`config.mk`:
```
export PLATFORM = sky130hd
export DESIGN_NAME = conv_seq
export DESIGN_NICKNAME = d
export VERILOG_FILES = /design/src/rtl/conv_seq.sv
export SDC_FILE = /design/constraint.sdc
export NUM_CORES = 1
export LEC_CHECK = 0
export CAP_MARGIN = 0
export CORE_MARGIN = 4
export CORE_UTILIZATION = 30
export DETAILED_ROUTE_END_ITERATION = 8
export DONT_BUFFER_PORTS = 1
export GPL_ROUTABILITY_DRIVEN = 0
export PLACE_DENSITY_LB_ADDON = 0.05
export SLEW_MARGIN = 30
export SYNTH_ARGS = -nofsm -noshare
export SYNTH_HDL_FRONTEND = slang
export SYNTH_SLANG_ARGS = --single-unit
```
`constraint.sdc`:
```
create_clock -name clk -period 13.1 [get_ports clk]
set_clock_uncertainty 0.15 [all_clocks]
set_input_delay 3.275 -clock clk [delete_from_list [all_inputs] [get_ports clk]]
set_output_delay 3.275 -clock clk [all_outputs]
set_load 0.005 [all_outputs]
```
`src/rtl/conv_seq.sv`:
```
`default_nettype none
// ============================================================================
// Module : conv_seq
// Layer sequencer for the 5x5 conv datapath: header fetch, kernel and window
// loads, per-output-channel writes with read-modify-write accumulation.
// Rev    : 1.0
// ============================================================================
module conv_seq #(
  parameter int ADDR_WIDTH = 18,
  parameter int DATA_WIDTH = 32,
  parameter int HDR_ADDR   = 0,
  parameter int KNL_BASE   = 16,
  parameter int IFMAP_BASE = 8192,
  parameter int OFMAP_BASE = 65536
) (
  input  logic                  clk,
  input  logic                  srstn,
  input  logic                  enable,
  input  logic                  dram_valid,
  input  logic [DATA_WIDTH-1:0] data_in,
  output logic [ADDR_WIDTH-1:0] addr_in,
  output logic [ADDR_WIDTH-1:0] addr_out,
  output logic                  dram_en_rd,
  output logic                  dram_en_wr,
  output logic                  done,
  output logic                  err,
  output logic                  en_ld_knl,
  output logic                  en_ld_ifmap,
  output logic                  disable_acc,
  output logic [5:0]            num_knls,
  output logic [4:0]            cnt_ofmap_chnl
);

  typedef enum logic [2:0] {
    S_IDLE, S_HDR, S_LD_KNL, S_LD_WIN, S_SEL, S_WR, S_ACC, S_DONE
  } state_t;

  state_t r_state, w_state_nxt;

  logic [1:0]            r_hcnt;
  logic [5:0]            r_k, r_c, r_w, r_h;
  logic [5:0]            r_ic, r_ox, r_oy;
  logic [4:0]            r_oc;
  logic [9:0]            r_n;
  logic [2:0]            r_row, r_col;
  logic [ADDR_WIDTH-1:0] r_knl_ptr, r_chnl_base;
  logic                  r_err;

  logic [5:0]            w_hdr_field, w_ow, w_oh;
  logic                  w_hdr_ok, w_fire, w_oc_last, w_ox_last, w_oy_last;
  logic                  w_ic_last, w_knl_last, w_win_last;
  logic [ADDR_WIDTH-1:0] w_a_w, w_a_h, w_a_ow, w_a_oh, w_a_ox, w_a_oy;
  logic [ADDR_WIDTH-1:0] w_win_addr, w_ofm_addr, w_hdr_addr;
  logic                  w_unused;

  assign w_unused    = ^data_in[DATA_WIDTH-1:6];
  assign w_hdr_field = data_in[5:0];

  // The 4th header word (H) is validated straight off the bus in its valid cycle.
  assign w_hdr_ok = (r_k >= 6'd1) && (r_k <= 6'd16) &&
                    (r_c >= 6'd1) && (r_c <= 6'd32) &&
                    (r_w >= 6'd5) && (r_w <= 6'd32) &&
                    (w_hdr_field >= 6'd5) && (w_hdr_field <= 6'd32);

  assign w_ow       = r_w - 6'd4;
  assign w_oh       = r_h - 6'd4;
  assign w_oc_last  = ({1'b0, r_oc} == r_k - 6'd1);
  assign w_ox_last  = (r_ox == w_ow - 6'd1);
  assign w_oy_last  = (r_oy == w_oh - 6'd1);
  assign w_ic_last  = (r_ic == r_c - 6'd1);
  assign w_knl_last = (r_n == 10'(r_k) * 10'd25 - 10'd1);
  assign w_win_last = (r_row == 3'd4) && (r_col == 3'd4);

  assign w_a_w  = ADDR_WIDTH'(r_w);
  assign w_a_h  = ADDR_WIDTH'(r_h);
  assign w_a_ow = ADDR_WIDTH'(w_ow);
  assign w_a_oh = ADDR_WIDTH'(w_oh);
  assign w_a_ox = ADDR_WIDTH'(r_ox);
  assign w_a_oy = ADDR_WIDTH'(r_oy);

  assign w_hdr_addr = ADDR_WIDTH'(HDR_ADDR) + ADDR_WIDTH'(r_hcnt);
  assign w_win_addr = r_chnl_base + (w_a_oy + ADDR_WIDTH'(r_row)) * w_a_w
                    + w_a_ox + ADDR_WIDTH'(r_col);
  assign w_ofm_addr = ADDR_WIDTH'(OFMAP_BASE) + ADDR_WIDTH'(r_oc) * w_a_ow * w_a_oh
                    + w_a_oy * w_a_ow + w_a_ox;

  assign w_fire   = dram_en_rd & dram_valid;
  assign num_knls = r_k;

  always_ff @(posedge clk or negedge srstn) begin
    if (!srstn) r_state <= S_IDLE;
    else        r_state <= w_state_nxt;
  end

  always_comb begin
    w_state_nxt    = r_state;
    addr_in        = '0;
    addr_out       = '0;
    dram_en_rd     = 1'b0;
    dram_en_wr     = 1'b0;
    done           = 1'b0;
    err            = 1'b0;
    en_ld_knl      = 1'b0;
    en_ld_ifmap    = 1'b0;
    disable_acc    = 1'b0;
    cnt_ofmap_chnl = '0;
    case (r_state)
      S_IDLE: if (enable) w_state_nxt = S_HDR;
      S_HDR: begin
        dram_en_rd = enable;
        addr_in    = w_hdr_addr;
        if (w_fire && r_hcnt == 2'd3) w_state_nxt = w_hdr_ok ? S_LD_KNL : S_DONE;
      end
      S_LD_KNL: begin
        dram_en_rd = enable;
        addr_in    = r_knl_ptr;
        en_ld_knl  = w_fire;
        if (w_fire && w_knl_last) w_state_nxt = S_LD_WIN;
      end
      S_LD_WIN: begin
        dram_en_rd  = enable;
        addr_in     = w_win_addr;
        en_ld_ifmap = w_fire;
        if (w_fire && w_win_last) w_state_nxt = S_SEL;
      end
      S_SEL: begin
        addr_out       = w_ofm_addr;
        cnt_ofmap_chnl = r_oc;
        disable_acc    = (r_ic == 6'd0);
        w_state_nxt    = (r_ic == 6'd0) ? S_WR : S_ACC;
      end
      S_WR, S_ACC: begin
        addr_out       = w_ofm_addr;
        cnt_ofmap_chnl = r_oc;
        disable_acc    = (r_ic == 6'd0);
        if (r_state == S_ACC) begin
          dram_en_rd = enable;
          addr_in    = w_ofm_addr;
          dram_en_wr = enable & dram_valid;
        end else begin
          dram_en_wr = enable;
        end
        if (dram_en_wr) begin
          if (!w_oc_last)                   w_state_nxt = S_SEL;
          else if (!(w_ox_last && w_oy_last)) w_state_nxt = S_LD_WIN;
          else if (!w_ic_last)              w_state_nxt = S_LD_KNL;
          else                              w_state_nxt = S_DONE;
        end
      end
      S_DONE: begin
        done = 1'b1;
        err  = r_err;
      end
      default: w_state_nxt = S_IDLE;
    endcase
    if (!enable) w_state_nxt = S_IDLE;
  end

  always_ff @(posedge clk or negedge srstn) begin
    if (!srstn) begin
      r_hcnt      <= '0;
      r_k         <= '0;
      r_c         <= '0;
      r_w         <= '0;
      r_h         <= '0;
      r_ic        <= '0;
      r_oc        <= '0;
      r_ox        <= '0;
      r_oy        <= '0;
      r_n         <= '0;
      r_row       <= '0;
      r_col       <= '0;
      r_knl_ptr   <= '0;
      r_chnl_base <= '0;
      r_err       <= 1'b0;
    end else begin
      case (r_state)
        S_IDLE: if (enable) begin
          r_hcnt      <= '0;
          r_k         <= '0;
          r_c         <= '0;
          r_w         <= '0;
          r_h         <= '0;
          r_ic        <= '0;
          r_oc        <= '0;
          r_ox        <= '0;
          r_oy        <= '0;
          r_n         <= '0;
          r_row       <= '0;
          r_col       <= '0;
          r_knl_ptr   <= ADDR_WIDTH'(KNL_BASE);
          r_chnl_base <= ADDR_WIDTH'(IFMAP_BASE);
          r_err       <= 1'b0;
        end
        S_HDR: if (w_fire) begin
          case (r_hcnt)
            2'd0:    r_k <= w_hdr_field;
            2'd1:    r_c <= w_hdr_field;
            2'd2:    r_w <= w_hdr_field;
            default: begin
              r_h   <= w_hdr_field;
              r_err <= !w_hdr_ok;
            end
          endcase
          r_hcnt <= r_hcnt + 2'd1;
        end
        // Kernels of successive input channels are contiguous, so one pointer suffices.
        S_LD_KNL: if (w_fire) begin
          r_knl_ptr <= r_knl_ptr + ADDR_WIDTH'(1);
          r_n       <= w_knl_last ? 10'd0 : r_n + 10'd1;
        end
        S_LD_WIN: if (w_fire) begin
          if (r_row == 3'd4) begin
            r_row <= '0;
            r_col <= (r_col == 3'd4) ? 3'd0 : r_col + 3'd1;
          end else begin
            r_row <= r_row + 3'd1;
          end
        end
        S_WR, S_ACC: if (dram_en_wr) begin
          if (!w_oc_last) begin
            r_oc <= r_oc + 5'd1;
          end else begin
            r_oc <= '0;
            if (!w_ox_last) begin
              r_ox <= r_ox + 6'd1;
            end else begin
              r_ox <= '0;
              if (!w_oy_last) begin
                r_oy <= r_oy + 6'd1;
              end else begin
                r_oy        <= '0;
                r_ic        <= r_ic + 6'd1;
                r_chnl_base <= r_chnl_base + w_a_w * w_a_h;
              end
            end
          end
        end
        S_DONE: if (!enable) r_err <= 1'b0;
        default: ;
      endcase
    end
  end

endmodule
`default_nettype wire

```
==> results.md, run 1 <==
- Post-cts hold buffer count: 0
- Pwr dens: 126 nW/um^2
- Total Wirelength: 50500 um
- Final count of hold timing violations: 0
- Switching share of power: 51.1%
- Synth top area cells: fa_1 (20%), dfrtp_1 (17%), ha_1 (16%)
- Cell taking the most area after synthesis: fa_1
- Status: complete, no violations
- Hold WS: 333 ps
- Overall Global Routing Usage: 18.1%
- First-pass GRT wire length: 77400 um
- Cell Int Power: 1.04 mW
- Mux share of post-synthesis cell area: 1.96%
- Fin nets: 2170
- Psw: 1.08 mW
- Critical path endpoint category: output pin
- Fmax achieved: 78.8 MHz
- Worst skew pair latency: 400 ps
- CTS max path bufs: 2
- Die extent in y: 236 um
- Number of antenna violations at the first check in global routing: 1
- Die area: 55700 um^2
- VDD IR max: 245 uV
- #FFs+latches synth: 105
- Core area: 51400 um^2
- CP peak stage delay: 580 ps
- Max-slew violation count: 0
- Critical path's most frequent cell: fa_1
- WP data required: 9680 ps
- CTS Sinks: 105
- Post-synth EDFFs: 0
- Comb power frac: 64.7%
- Post-Layout Cell Count: 2465
- CTS Root Cell: clkbuf_16
- Slowest CP cell: fa_1
- DRC viols: 0
- Number of max-cap violations: 0
- Vias in the first global route: 12500
- Final period util: 96.8%
- Synthesized area: 15600 um^2
- DR WL/cell: 20.5 um
- DP Wirelength: 41000 um
- Antenna viol nets, final: 0
- CTS tree: yes
- I/O Buffers: 0
- Die X: 236 um
- Top-level port count: 90
- DR iter-0 viols: 651
- Register area share after synthesis: 16.8%
- Post-synth top flop: dfrtp_1
- Dpl cells: 2447
- Cell area after layout: 16800 um^2
- Std cell rows: 83
- Critical-path maximum fanout: 5
- Worst hold-check path type: flip-flop to flip-flop
- CTS HTree Levels: 3
- Initial Utilization: 30.4%
- Sum of negative setup slack: 0 ps
- FFs w/ async S/R, synth: 100%
- Critical Path Source Type: flip-flop
- Post-Synth XOR/XNOR Area: 7.70%
- Routed vias: 12100
- Mapped Nets: 2194
- WP data arrival: 9260 ps
- Unrepaired setup endpoints after global routing: no
- TritonRoute pass-1 iters: 5
- Worst-Margin Slew: 944 ps
- Largest family of logic cells by synthesized area: adder cells
- Mapped Cells: 1803
- Synthesis-to-layout area growth: 7.68%
- Vias per inst: 4.91
- Cell Area, Placed: 16400 um^2
- Avg Cell Area, Syn: 8.66 um^2
- Fraction of layout cells with a size suffix above 1: 4.71%
- Area share of the largest cell type after synthesis: 20.3%
- CTS clk-pin slew, worst paths: 80 ps
- Fin util: 32.7%
- Post-route minimum period: 12680 ps
- Adder-cell share of the synthesized area: 36.1%
- Finish-stage setup viols: 0
- Synth Area in Simple Gates: 18.5%
- Sequential Power Share: 20.7%
- Pleak: 8.24 nW
- Clk network pwr share: 14.6%
- CTS buffer count: 9
- Synthesis Warnings: 0
- Yosys cell types: 74
- Relative slew slack: 36.6%
- Setup CP Type: flip-flop to output pin
- Largest net degree at the start of global routing: 106
- Grt total ovfl: 0
- Compound-cell area share of the yosys netlist: 11.0%
## through the flow
stage	total power, mW	setup slack (ps)
floorplan	1.40	678
global placement	1.81	469
detailed placement	1.82	501
CTS	2.15	7.63
global route	2.32	3.57
finish	2.12	415
## final timing paths
path | startpoint | to | slack [ps] | cells after the start
max in group asynchronous | srstn | r_knl_ptr[16] | 10150 | 0
min in group asynchronous | srstn | r_h[2] | 2440 | 0
min | r_chnl_base[3] | r_chnl_base[3] | 330 | 2
max | r_w[3] | addr_in[15] | 420 | 32
min reg2reg | r_chnl_base[3] | r_chnl_base[3] | 330 | 2
max reg2reg | r_h[2] | r_chnl_base[15] | 7400 | 18
## power by group through the flow
stage	registers (mW)	clock network (mW)	logic (mW)
floorplan	0.410	0	0.992
global placement	0.447	0	1.37
detailed placement	0.446	0	1.37
CTS	0.439	0.324	1.38
global route	0.446	0.333	1.54
finish	0.438	0.310	1.37
## placed cells by master, fill, tap and decap left out, types with 7 or more instances in the layout
cell type	instances
a21oi_1	51
nor2_1	146
o21ai_0	73
o21a_1	14
o21bai_1	7
nand2b_1	29
o31ai_1	15
nor2b_1	25
or3_1	11
clkbuf_16	9
nand2_1	175
inv_1	254
mux2i_1	16
xnor2_1	73
o211ai_1	12
fa_1	158
xor2_1	57
dfrtp_1	105
nand3_1	44
a31oi_1	12
o22a_1	7
ha_1	197
nor3_1	25
nand4_1	14
and2_1	66
buf_4	31
mux2_2	13
a211oi_1	7
a21o_1	12
and3_1	20
## cell usage after synthesis, drive strengths merged (50+ instances only)
library cell,number
inv,254
ha,197
nand2,175
fa,158
nor2,147
dfrtp,105
o21ai,74
xnor2,74
and2,66
xor2,59
a21oi,53
clkbuf,50
## metal layers
layer	wire length [um]	part of all wire (%)	global-route usage, %	vias up
met5	0	0	0	-
met4	1010	2.0	4.34	0
met3	1630	3.2	2.78	37
met2	24400	48	30.6	153
met1	23400	46	24.5	6056
li1	-	-	-	5864
## logic make-up (layout without fill, tap and decap cells)
family / after synthesis / in the layout
AND/OR/NAND/NOR: 594 / 594
adder cells (fa/ha/maj): 355 / 355
buffers and inverters: 323 / 304
AO/OA/AOI/OAI: 263 / 263
XOR/XNOR: 134 / 134
flip-flops: 105 / 105
multiplexers: 29 / 29
other: 0 / 1
## registers in the layout, summed over array words and instances, names as in the netlist
| name | cells |
|---|---|
| r_w | 6 |
| r_row | 3 |
| r_ic | 6 |
| r_c | 6 |
| r_hcnt | 2 |
| r_n | 10 |
| r_oc | 5 |
| r_h | 6 |
| r_state | 3 |
| r_knl_ptr | 18 |
| r_oy | 6 |
| r_col | 3 |
| r_ox | 6 |
| num_knls | 6 |
| r_err | 1 |
| r_chnl_base | 18 |
## timing repair
item                                    4_1_cts  5_1_grt
endpoints found under the setup margin        0        9
setup buffers                                 0        1
gates resized for setup                       0        6
## cell type report
type                            instances  area (um^2)
Clock inverter                          7         95.1
Inverter                              257          965
Multi-Input combinational cell       1375        11800
Timing Repair Buffer                   31          233
Antenna cell                            1         2.50
Tap cell                              680          851
Clock buffer                            9          225
Sequential cell                       105         2630
Fill cell                            5499        34600
## worst max-delay path, delay by kind of cell, from the launching register on
kind	cells	cell delay, ps
fa+ha+maj	11	4880
xor+xnor	2	450
compound gates	6	1350
buf+inv	7	620
simple gates	6	1180
flops	1	380
Note: power is estimated with default switching activity, not from simulation.
==> inputs of run 2 (changes only) <==
--- a/config.mk
+++ b/config.mk
@@ -5,9 +5,10 @@
 export SDC_FILE = /design/constraint.sdc
 export NUM_CORES = 1
 export LEC_CHECK = 0
-export CAP_MARGIN = 0
+export CAP_MARGIN = 20
 export CORE_MARGIN = 4
 export CORE_UTILIZATION = 30
+export CTS_CLUSTER_DIAMETER = 80
 export DETAILED_ROUTE_END_ITERATION = 8
 export DONT_BUFFER_PORTS = 1
 export GPL_ROUTABILITY_DRIVEN = 0
==> results of run 2 <==
Same layout as run 1: the final DEF is identical, and so are final timing and power.
